### config.mk
export PLATFORM = sky130hd
export DESIGN_NAME = mem_fill_arbiter
export DESIGN_NICKNAME = d
export VERILOG_FILES = /design/src/rtl/mem_fill_arbiter.sv
export SDC_FILE = /design/constraint.sdc
export NUM_CORES = 1
export LEC_CHECK = 0
export CAP_MARGIN = 40
export CORE_MARGIN = 4
export CORE_UTILIZATION = 31
export CTS_CLUSTER_SIZE = 28
export DETAILED_ROUTE_END_ITERATION = 10
export PLACE_DENSITY_LB_ADDON = 0.25
export RECOVER_POWER = 25
export SETUP_SLACK_MARGIN = 0.4
export SLEW_MARGIN = 30
export SYNTH_ARGS = -nofsm -noshare
export SYNTH_HDL_FRONTEND = slang
export SYNTH_SLANG_ARGS = --single-unit
### constraint.sdc
create_clock -name clk -period 1.8 [get_ports clk]
set_clock_uncertainty 0.1 [all_clocks]
set_input_delay 0.18 -clock clk [delete_from_list [all_inputs] [get_ports clk]]
set_output_delay 0.18 -clock clk [all_outputs]
set_load 0.1 [all_outputs]
### src/rtl/mem_fill_arbiter.sv
// Arbitrates the shared pipelined main memory between I- and D-cache misses.
// Sequences WORDS-word block fills and single-cycle D-side write-through stores.
module mem_fill_arbiter #(
    parameter int WORDS  = 8,
    parameter int ADDR_W = 16
) (
    input  logic                     clk,
    input  logic                     rst,
    input  logic                     i_miss,
    input  logic [ADDR_W-1:0]        i_addr,
    input  logic                     d_miss,
    input  logic [ADDR_W-1:0]        d_addr,
    input  logic                     d_wr,
    input  logic [15:0]              d_wdata,
    input  logic [15:0]              mem_rdata,
    input  logic                     mem_valid,
    output logic                     mem_en,
    output logic                     mem_wr,
    output logic [ADDR_W-1:0]        mem_addr,
    output logic [15:0]              mem_wdata,
    output logic [15:0]              fill_data,
    output logic [$clog2(WORDS)-1:0] fill_idx,
    output logic                     i_fill_we,
    output logic                     d_fill_we,
    output logic                     i_done,
    output logic                     d_done,
    output logic                     busy
);

    localparam int IW = $clog2(WORDS);
    localparam logic [IW:0]       ISS_END  = (IW+1)'(WORDS);
    localparam logic [IW-1:0]     RET_LAST = IW'(WORDS - 1);
    localparam logic [ADDR_W-1:0] ALIGN    = ~ADDR_W'(2*WORDS - 1);

    typedef enum logic [1:0] {
        S_IDLE,
        S_STORE,
        S_FILL,
        S_DONE
    } state_t;

    state_t            r_state;
    state_t            w_next;
    logic              r_owner;
    logic [IW:0]       r_iss;
    logic [IW-1:0]     r_ret;
    logic [ADDR_W-1:0] r_base;
    logic              w_issue;
    logic              w_ret;

    assign w_issue = (r_state == S_FILL) && (r_iss < ISS_END);
    assign w_ret   = (r_state == S_FILL) && mem_valid;

    always_ff @(posedge clk or posedge rst) begin
        if (rst) begin
            r_state <= S_IDLE;
            r_owner <= 1'b0;
            r_iss   <= '0;
            r_ret   <= '0;
            r_base  <= '0;
        end else begin
            r_state <= w_next;
            // D-side wins the grant; a store also claims the D owner slot
            if (r_state == S_IDLE) begin
                if (d_miss) begin
                    r_owner <= 1'b1;
                    r_base  <= d_addr & ALIGN;
                end else if (i_miss) begin
                    r_owner <= 1'b0;
                    r_base  <= i_addr & ALIGN;
                end
            end
            if (r_state == S_DONE) begin
                r_iss <= '0;
                r_ret <= '0;
            end else begin
                if (w_issue)
                    r_iss <= r_iss + 1'b1;
                if (w_ret)
                    r_ret <= r_ret + 1'b1;
            end
        end
    end

    always_comb begin
        w_next    = r_state;
        mem_en    = 1'b0;
        mem_wr    = 1'b0;
        mem_addr  = '0;
        mem_wdata = '0;
        fill_data = '0;
        fill_idx  = '0;
        i_fill_we = 1'b0;
        d_fill_we = 1'b0;
        i_done    = 1'b0;
        d_done    = 1'b0;
        unique case (r_state)
            S_IDLE: begin
                if (d_miss)
                    w_next = d_wr ? S_STORE : S_FILL;
                else if (i_miss)
                    w_next = S_FILL;
            end
            S_STORE: begin
                mem_en    = 1'b1;
                mem_wr    = 1'b1;
                mem_addr  = d_addr;
                mem_wdata = d_wdata;
                w_next    = S_DONE;
            end
            S_FILL: begin
                if (w_issue) begin
                    mem_en   = 1'b1;
                    mem_addr = r_base + ADDR_W'({r_iss, 1'b0});
                end
                fill_data = mem_rdata;
                fill_idx  = r_ret;
                i_fill_we = mem_valid & ~r_owner;
                d_fill_we = mem_valid & r_owner;
                if (mem_valid && r_ret == RET_LAST)
                    w_next = S_DONE;
            end
            S_DONE: begin
                i_done = ~r_owner;
                d_done = r_owner;
                w_next = S_IDLE;
            end
            default: w_next = S_IDLE;
        endcase
    end

    assign busy = (r_state != S_IDLE);

endmodule

; After elaboration in Yosys (flattened, before gate mapping)
; Cells that the tools add are included.
[word_totals]
word_cells = 53
ff_bits = 26
[op_classes]
reduce_logical = 10
n_bitwise = 3
eq_ne = 6
muxes = 25
addsub = 3
n_lt_le_gt_ge = 1
[ops]
columns = cell, count
row1 = $mux 16, 5
row2 = $pmux 16 s2, 1
row3 = $add 16x5->16, 1
row4 = $mux 3, 3
row5 = $mux 1, 8
row6 = $mux 2, 4
row7 = $mux 4, 2
row8 = $pmux 2 s4, 1
row9 = $reduce_bool 2->1, 4
row10 = $add 4x1->4 const B, 1
row11 = $eq 2x2->1 const B, 2
row12 = $lt 4x4->1 const B, 1
row13 = $reduce_and 2->1, 2
row14 = $add 3x1->3 const B, 1
row15 = $eq 3x3->1 const B, 1
row16 = $logic_and 1x1->1, 3
row17 = $ne 3x3->1 const B, 1
row18 = $and 1x1->1, 2
row19 = $eq 2x1->1 const B, 1
row20 = $logic_not 2->1, 1
row21 = $ne 2x1->1 const B, 1
row22 = $pmux 1 s2, 1
row23 = $not 1->1, 1

; Depth between registers and ports, before layout
; Gate-level depths: netlist of the first run.
[logic_depth]
ltp_word = 4
ltp_mapped = 7

; Least setup slack after synthesis of the first run
; OpenSTA, ideal clock, no wires.
[synth_path]
path_kind = register to output
from = register r_state[0]
to = output port mem_addr[10]
required_time_ns = 1.520
t_arrival_ns = 3.356
n_path_buf = 1
path_stages_with_launch = 7
path_slack_ns = -1.836
cell_sequence = dfrtp_1 inv_1 ha_1 and2b_2 nand2_1 clkbuf_2 o21ai_0
[synth_between]
elab_chain_len = 4
[synth_lines]
columns = item, line
row1 = "start, declared", 42  ; state_t r_state;
row2 = "start signal, assigned", 62  ; r_state <= w_next;
row3 = $eq 2x2->1, "51, 97"
row4 = $logic_and 1x1->1, 51  ; assign w_issue = (r_state == S_FILL) && (r_iss < ISS_END);
row5 = $mux 16, 112  ; if (w_issue) begin
row6 = $pmux 16 s2 *, 97  ; unique case (r_state)
row7 = "end, declared", 19  ; output logic [ADDR_W-1:0] mem_addr,
; Every way passes the cells marked *; elsewhere a longest branch is shown, timed or not.

; Final worst setup path of the first run
[layout_path]
from = register r_iss[3]
to = output port mem_addr[11]
[layout_between]
elab_chain_len = 4
[layout_lines]
columns = item, line
row1 = "start, declared", 45  ; logic [IW:0] r_iss;
row2 = "start signal, assigned", 78  ; r_iss <= r_iss + 1'b1;
row3 = "parallel branches: the longest is 2 deep, another holds $add 16x5->16", -
row4 = $mux 16 *, 112
row5 = $pmux 16 s2 *, 97
; Every way passes the cells marked *.

==> impl_metrics.yaml, run 1 <==
final_layout:
  area_growth_pct: 177
  nets: 460
  diodes: 0
  drive_above_1_share: 0.562
  fill_cells: 212
min_path:
  hp-class: "primary input to register"
  hold_depth: 3
  min_to: "r_base[7]"
  worstHoldStart: "i_addr[7]"
yosys:
  yosys.area_share.simple: 0.305
  ys_ff_latch: 22
  synth.cell_area_um2: 1760
  synth_cell_types: 30
  syn_inst: 213
  synth_top_family_by_area: "simple AND/OR/NAND/NOR gates"
  avgSynthCellArea_um2: 8.26
  synth_xor_area_frac: 0.0697
  yosys.area_share.adder: 0.0711
  synth.area.top_cells: "dfrtp_1 (31%), and2_1 (14%), mux2i_1 (7.4%)"
  yosys_warnings: 0
  syn-num-nets: 293
  synth.area.mux_share: 0.0739
  synth_top_area_share: 0.313
  synth_compound_area_frac: 0.125
  synth_top_area_cell: "dfrtp_1"
  yosysSeqAreaShare: 0.313
route:
  vias_per_cell: 5.24
  ant_nets: 0
  drc: 0
  vias: 2361
  drtIter0Drc: 142
  avgRoutedWirePerCell_um: 21.7
  wl_mm: 9.79
  firstDrtPassIters: 6
global_route:
  grt_util_met2: 0.426
  overflow: 0
  grt_max_degree: 23
  use_met3: 0.0337
  grt_use_met1: 0.266
  antenna_found_initial: 0
  first_global_vias: 2337
  grt_pass1_wl_mm: 12.7
  grt_most_used_layer: "met2"
  track_usage: 0.229
timing:
  whs_ns: 0.416
  setup_ws_ns: -0.472
  setup-violations-final: 66
  hold_violations: 0
  fin_crit_sh: 1.26
  rsz0062_at_grt: "yes"
  worst_pin_slew_ns: 1.35
  fmax_mhz: 440
  drv_slew: 0
  max-slew-margin-rel: 0.103
  min_period_ns: 2.27
  fin_setup_tns_ns: -14.24
setup_path:
  startpoint_type: "register"
  r2r-start: "r_state[0]"
  critPathBufInv: 1
  critPathSlowestCell: "dfrtp_1"
  crit_start: "r_iss[3]"
  path_cells: "ha_2 > nand4_4 > nor3_1 > xnor2_1 > o21ai_4 > buf_12"
  crit_type: "register to primary output"
  worst_setup_path_end_kind: "primary output"
  cp.arrival_ns: 1.99
  reg2reg_to: "r_base[13]"
  critical_path.max_fanout: 4
  reg2reg_depth: 12
  reg2reg_slack_ns: -0.24
  cp_data_required_time_ns: 1.52
  crit_family: "simple AND/OR/NAND/NOR gates"
  cpPeakStageDelay_ns: 0.40
cts:
  tritoncts: "done"
  hold_buffers: 0
  clockRootBuffer: "clkbuf_8"
  cts_made_buffers: 3
  htree_num_levels: 1
  clk_latency_ns: 0.28
  cts_sinks: 22
  clkTransAtPathRegs_ns: 0.10
  cts.path.max_buffers: 2
floorplan:
  placementRows: 27
  die_h_um: 83.4
  ios: 128
  coreArea_um2: 5510
  die_area_um2: 6950
  start_util: 0.320
  die_w_um: 83.4
placement:
  post-place-ws_ns: -0.0776
  dp_hpwl_mm: 5.31
  portBuffers: 123
  gp_congestion: 0.751
flow_run:
  maxCapViolations: 0
run_status:
  status: "complete, but fails checks"
  violations: "negative setup slack"
## layout by cell type (no fill, tap or decap), types with 2 or more instances in the layout
cell             netlist  routed
a21oi_2                0       2
a22o_4                 0       4
and2_4                 0      38
and3_4                 0       2
buf_12                 0      64
buf_16                 0       3
buf_4                  0      16
buf_6                  0      18
clkbuf_16              0       5
clkbuf_8               0       3
clkdlybuf4s50_1        0      65
dfrtp_1               22      19
dfrtp_2                0       3
ha_1                  10       3
ha_2                   0       2
ha_4                   0       5
inv_1                  7       4
inv_2                  0       2
mux2i_1               13      13
nand2_1               33      23
nand2_2                0       5
nand2_4                0       3
nand2_8                0       3
nand3_1                5       5
nand4_4                0       2
nor2_1                10       9
nor3_2                 0       3
o21ai_1                3       6
o21ai_2                3       7
o21ai_4                0      12
xnor2_1               10       9
xor2_1                 4       3
## repair_timing
item,in CTS,in global routing
cloned,5,6
endpoints found under the setup margin,78,80
pin swaps,8,29
buffers inserted,4,17
resized for setup,63,45
## metal layers
layer / part of all wire / up-vias
met1: 0.38 / 1158
met3: 0.048 / 29
met5: 0 / -
li1: - / 1047
met4: 0.031 / 0
met2: 0.54 / 127
## cells in the mapped netlist
| library cell | count |
|---|---|
| and2_1 | 38 |
| nand2_1 | 33 |
| dfrtp_1 | 22 |
| o21ai_0 | 19 |
| mux2i_1 | 13 |
| ha_1 | 10 |
| nor2_1 | 10 |
| xnor2_1 | 10 |
| inv_1 | 7 |
| a22o_1 | 5 |
| buf_2 | 5 |
| clkbuf_1 | 5 |
| nand3_1 | 5 |
| nor3_1 | 4 |
| xor2_1 | 4 |
| o21ai_1 | 3 |
| o21ai_2 | 3 |
| a21oi_1 | 2 |
| and3_1 | 2 |
| nand2b_1 | 2 |
| nand4_2 | 2 |
| a22oi_1 | 1 |
| a31oi_1 | 1 |
| a41oi_1 | 1 |
| and2b_2 | 1 |
| clkbuf_2 | 1 |
| nand4_1 | 1 |
| nor2b_1 | 1 |
| nor4_4 | 1 |
| o211ai_1 | 1 |
## final cells by class
type,count,area [µm²],share of cell area
sequential,22,554,0.114
clock inverter,1,30.0,0.00615
clock buffer,3,41.3,0.00846
timing repair buffer,172,2470,0.505
inverter,7,30.0,0.00615
multi-input combinational,174,1670,0.342
tap,72,90.1,0.0184
## worst reg2reg max path: cells and delay by family (launching register included)
| family | cells | cell delay [ns] |
|---|---|---|
| DFF | 1 | 0.41 |
| and+or+nand+nor | 1 | 0.06 |
| AOI/OAI and AO/OA | 2 | 0.23 |
| buffers and inverters | 8 | 0.98 |
| adders and majority gates | 1 | 0.18 |
## worst max-delay path by stage
| stage | to | slack, ns | cells past startpoint |
|---|---|---|---|
| 2_1_floorplan | mem_addr[10] | -0.19 | 6 |
| 3_5_place_dp | mem_addr[6] | -0.08 | 6 |
| 3_3_place_gp | mem_addr[3] | -0.02 | 6 |
| 6_report | mem_addr[11] | -0.47 | 6 |
| 4_1_cts | mem_addr[15] | -0.28 | 6 |
| 5_1_grt | mem_addr[11] | -0.56 | 6 |
## per-stage QoR
step / utilization / cells / instance area [µm²]
2_1_floorplan: - / 213 / 2070
3_3_place_gp: 0.736 / 415 / 4050
3_5_place_dp: 0.736 / 415 / 4050
5_1_grt: 0.887 / 451 / 4880
4_1_cts: 0.813 / 428 / 4480
6_report: 0.887 / 451 / 4880
## kinds of logic after synthesis
kind of cell,after synthesis
buf+inv,18
simple gates,100
xor+xnor,14
flops,22
mux,13
compound gates,36
fa+ha+maj,10
## registers in the layout, summed over array words and instances (netlist names)
name     flops
r_base      12
r_owner      1
r_ret        3
r_iss        4
r_state      2
Power of run 1 is not shown: default switching activity piles up to over one toggle a cycle in this logic, so the estimate is an artifact.
==> run 2, diff against run 1 <==
- PLACE_DENSITY: unset -> 0.74
- PLACE_DENSITY_LB_ADDON: 0.25 -> unset
==> impl_metrics.yaml, run 2 (synthesis gave the netlist of run 1 again) <==
final_layout:
  final_cell_mix: "buf_12 (67), clkdlybuf4s50_1 (65), and2_4 (38)"
  area_growth_pct: 196
  reg_top3: "r_base (12), r_iss (4), r_ret (3)"
  final_util: 0.946
  diodes: 0
  regMostFlops: "r_base"
  fill_cells: 123
  layout_commonest_cell: "buf_12"
  drive_above_1_share: 0.635
  largest_register_ffs: 12
  nets: 467
  design_area_um2: 5210
floorplan:
  coreArea_um2: 5510
  start_util: 0.320
  die_w_um: 83.4
  die_area_um2: 6950
  ios: 128
  placementRows: 27
  die_h_um: 83.4
timing:
  fin_crit_sh: 1.21
  min_period_ns: 2.18
  worst_pin_slew_ns: 1.32
  setup_ws_ns: -0.376
  hold_violations: 0
  drv_slew: 0
  whs_ns: 0.447
  fin_setup_tns_ns: -16.99
  rsz0062_at_grt: "yes"
  max-slew-margin-rel: 0.120
  setup-violations-final: 75
  fmax_mhz: 460
global_route:
  first_global_vias: 2655
  antenna_found_initial: 0
  grt_max_degree: 23
  track_usage: 0.285
  grt_pass1_wl_mm: 15.5
  overflow: 0
placement:
  portBuffers: 123
  gp_congestion: 0.817
  dp_hpwl_mm: 5.20
  postPlaceCellArea_um2: 4050
setup_path:
  cp_data_required_time_ns: 1.52
  crit_start: "r_iss[3]"
  r2r-start: "r_state[0]"
  startpoint_type: "register"
  critical_path.max_fanout: 4
  crit_type: "register to primary output"
  worst_setup_path_end_kind: "primary output"
  cp.arrival_ns: 1.90
cts:
  cts_sinks: 22
  clkTransAtPathRegs_ns: 0.10
  cts.path.max_buffers: 2
  clockRootBuffer: "clkbuf_8"
  clk_latency_ns: 0.29
  htree_num_levels: 1
  cts_made_buffers: 3
  tritoncts: "done"
route:
  vias_per_cell: 5.73
  vias: 2625
  wl_mm: 12.7
  drtIter0Drc: 184
  ant_nets: 0
  firstDrtPassIters: 7
  avgRoutedWirePerCell_um: 27.7
  drc: 0
flow_run:
  maxCapViolations: 0
min_path:
  worstHoldStart: "d_wr"
  hp-class: "primary input to register"
run_status:
  violations: "negative setup slack"
  status: "complete, but fails checks"
run 2: cell count changes in the layout (fill, tap and decap cells not counted), moves of 5 or more:
cell	delta
buf_16	+5
nand2_1	-14
nand2_2	+7
nand2_4	+7
run 2: layout make-up:
cell class              count  area [µm²]  area share
clock buffers               3        41.3     0.00793
clock inverters             1        30.0     0.00577
inverters                   7        30.0     0.00577
multi-input cells         174        1830       0.351
flip-flops and latches     22         556       0.107
well taps                  72        90.1      0.0173
repair buffers            179        2630       0.506
run 2: through the flow:
step / cells / worst slack [ns]
after floorplan: 213 / -0.189
after global placement: 416 / -0.0260
after detailed placement: 416 / -0.0620
after CTS: 448 / -0.307
after global routing: 458 / -0.424
final: 458 / -0.376
run 2: metal layers:
metal / vias up / GRT usage / routed length [µm]
met3: 66 / 0.0625 / 995
met4: 0 / 0.135 / 670
met5: - / 0 / 0
li1: 1065 / - / -
met1: 1278 / 0.317 / 4530
met2: 216 / 0.512 / 6480
run 2: worst max-delay path, cell delays in order, from the launching register on:
cell,delay [ns]
dfrtp_2,0.43
ha_2,0.23
nand4_4,0.19
nor2_4,0.18
xnor2_1,0.15
o21ai_4,0.23
buf_12,0.20
run 2: path summary, 6_finish.rpt:
| kind | endpoint | slack, ns | cells past startpoint |
|---|---|---|---|
| max | mem_addr[10] | -0.38 | 6 |
| min | r_state[0] | 0.45 | 3 |
| max reg2reg | r_base[5] | -0.22 | 12 |
| min reg2reg | r_ret[2] | 0.50 | 2 |
| max in group asynchronous | r_iss[3] | 0.11 | 3 |
| min in group asynchronous | r_base[6] | 0.61 | 3 |
run 2: timing repair:
action / in CTS / in global routing
resized for setup: 104 / 57
hold buffers: 0 / 0
endpoints found under the setup margin: 78 / 80
buffers inserted: 18 / 9
pin swaps: 23 / 35
gates cloned: 10 / 1
Power of run 2 is left out for the same reason.
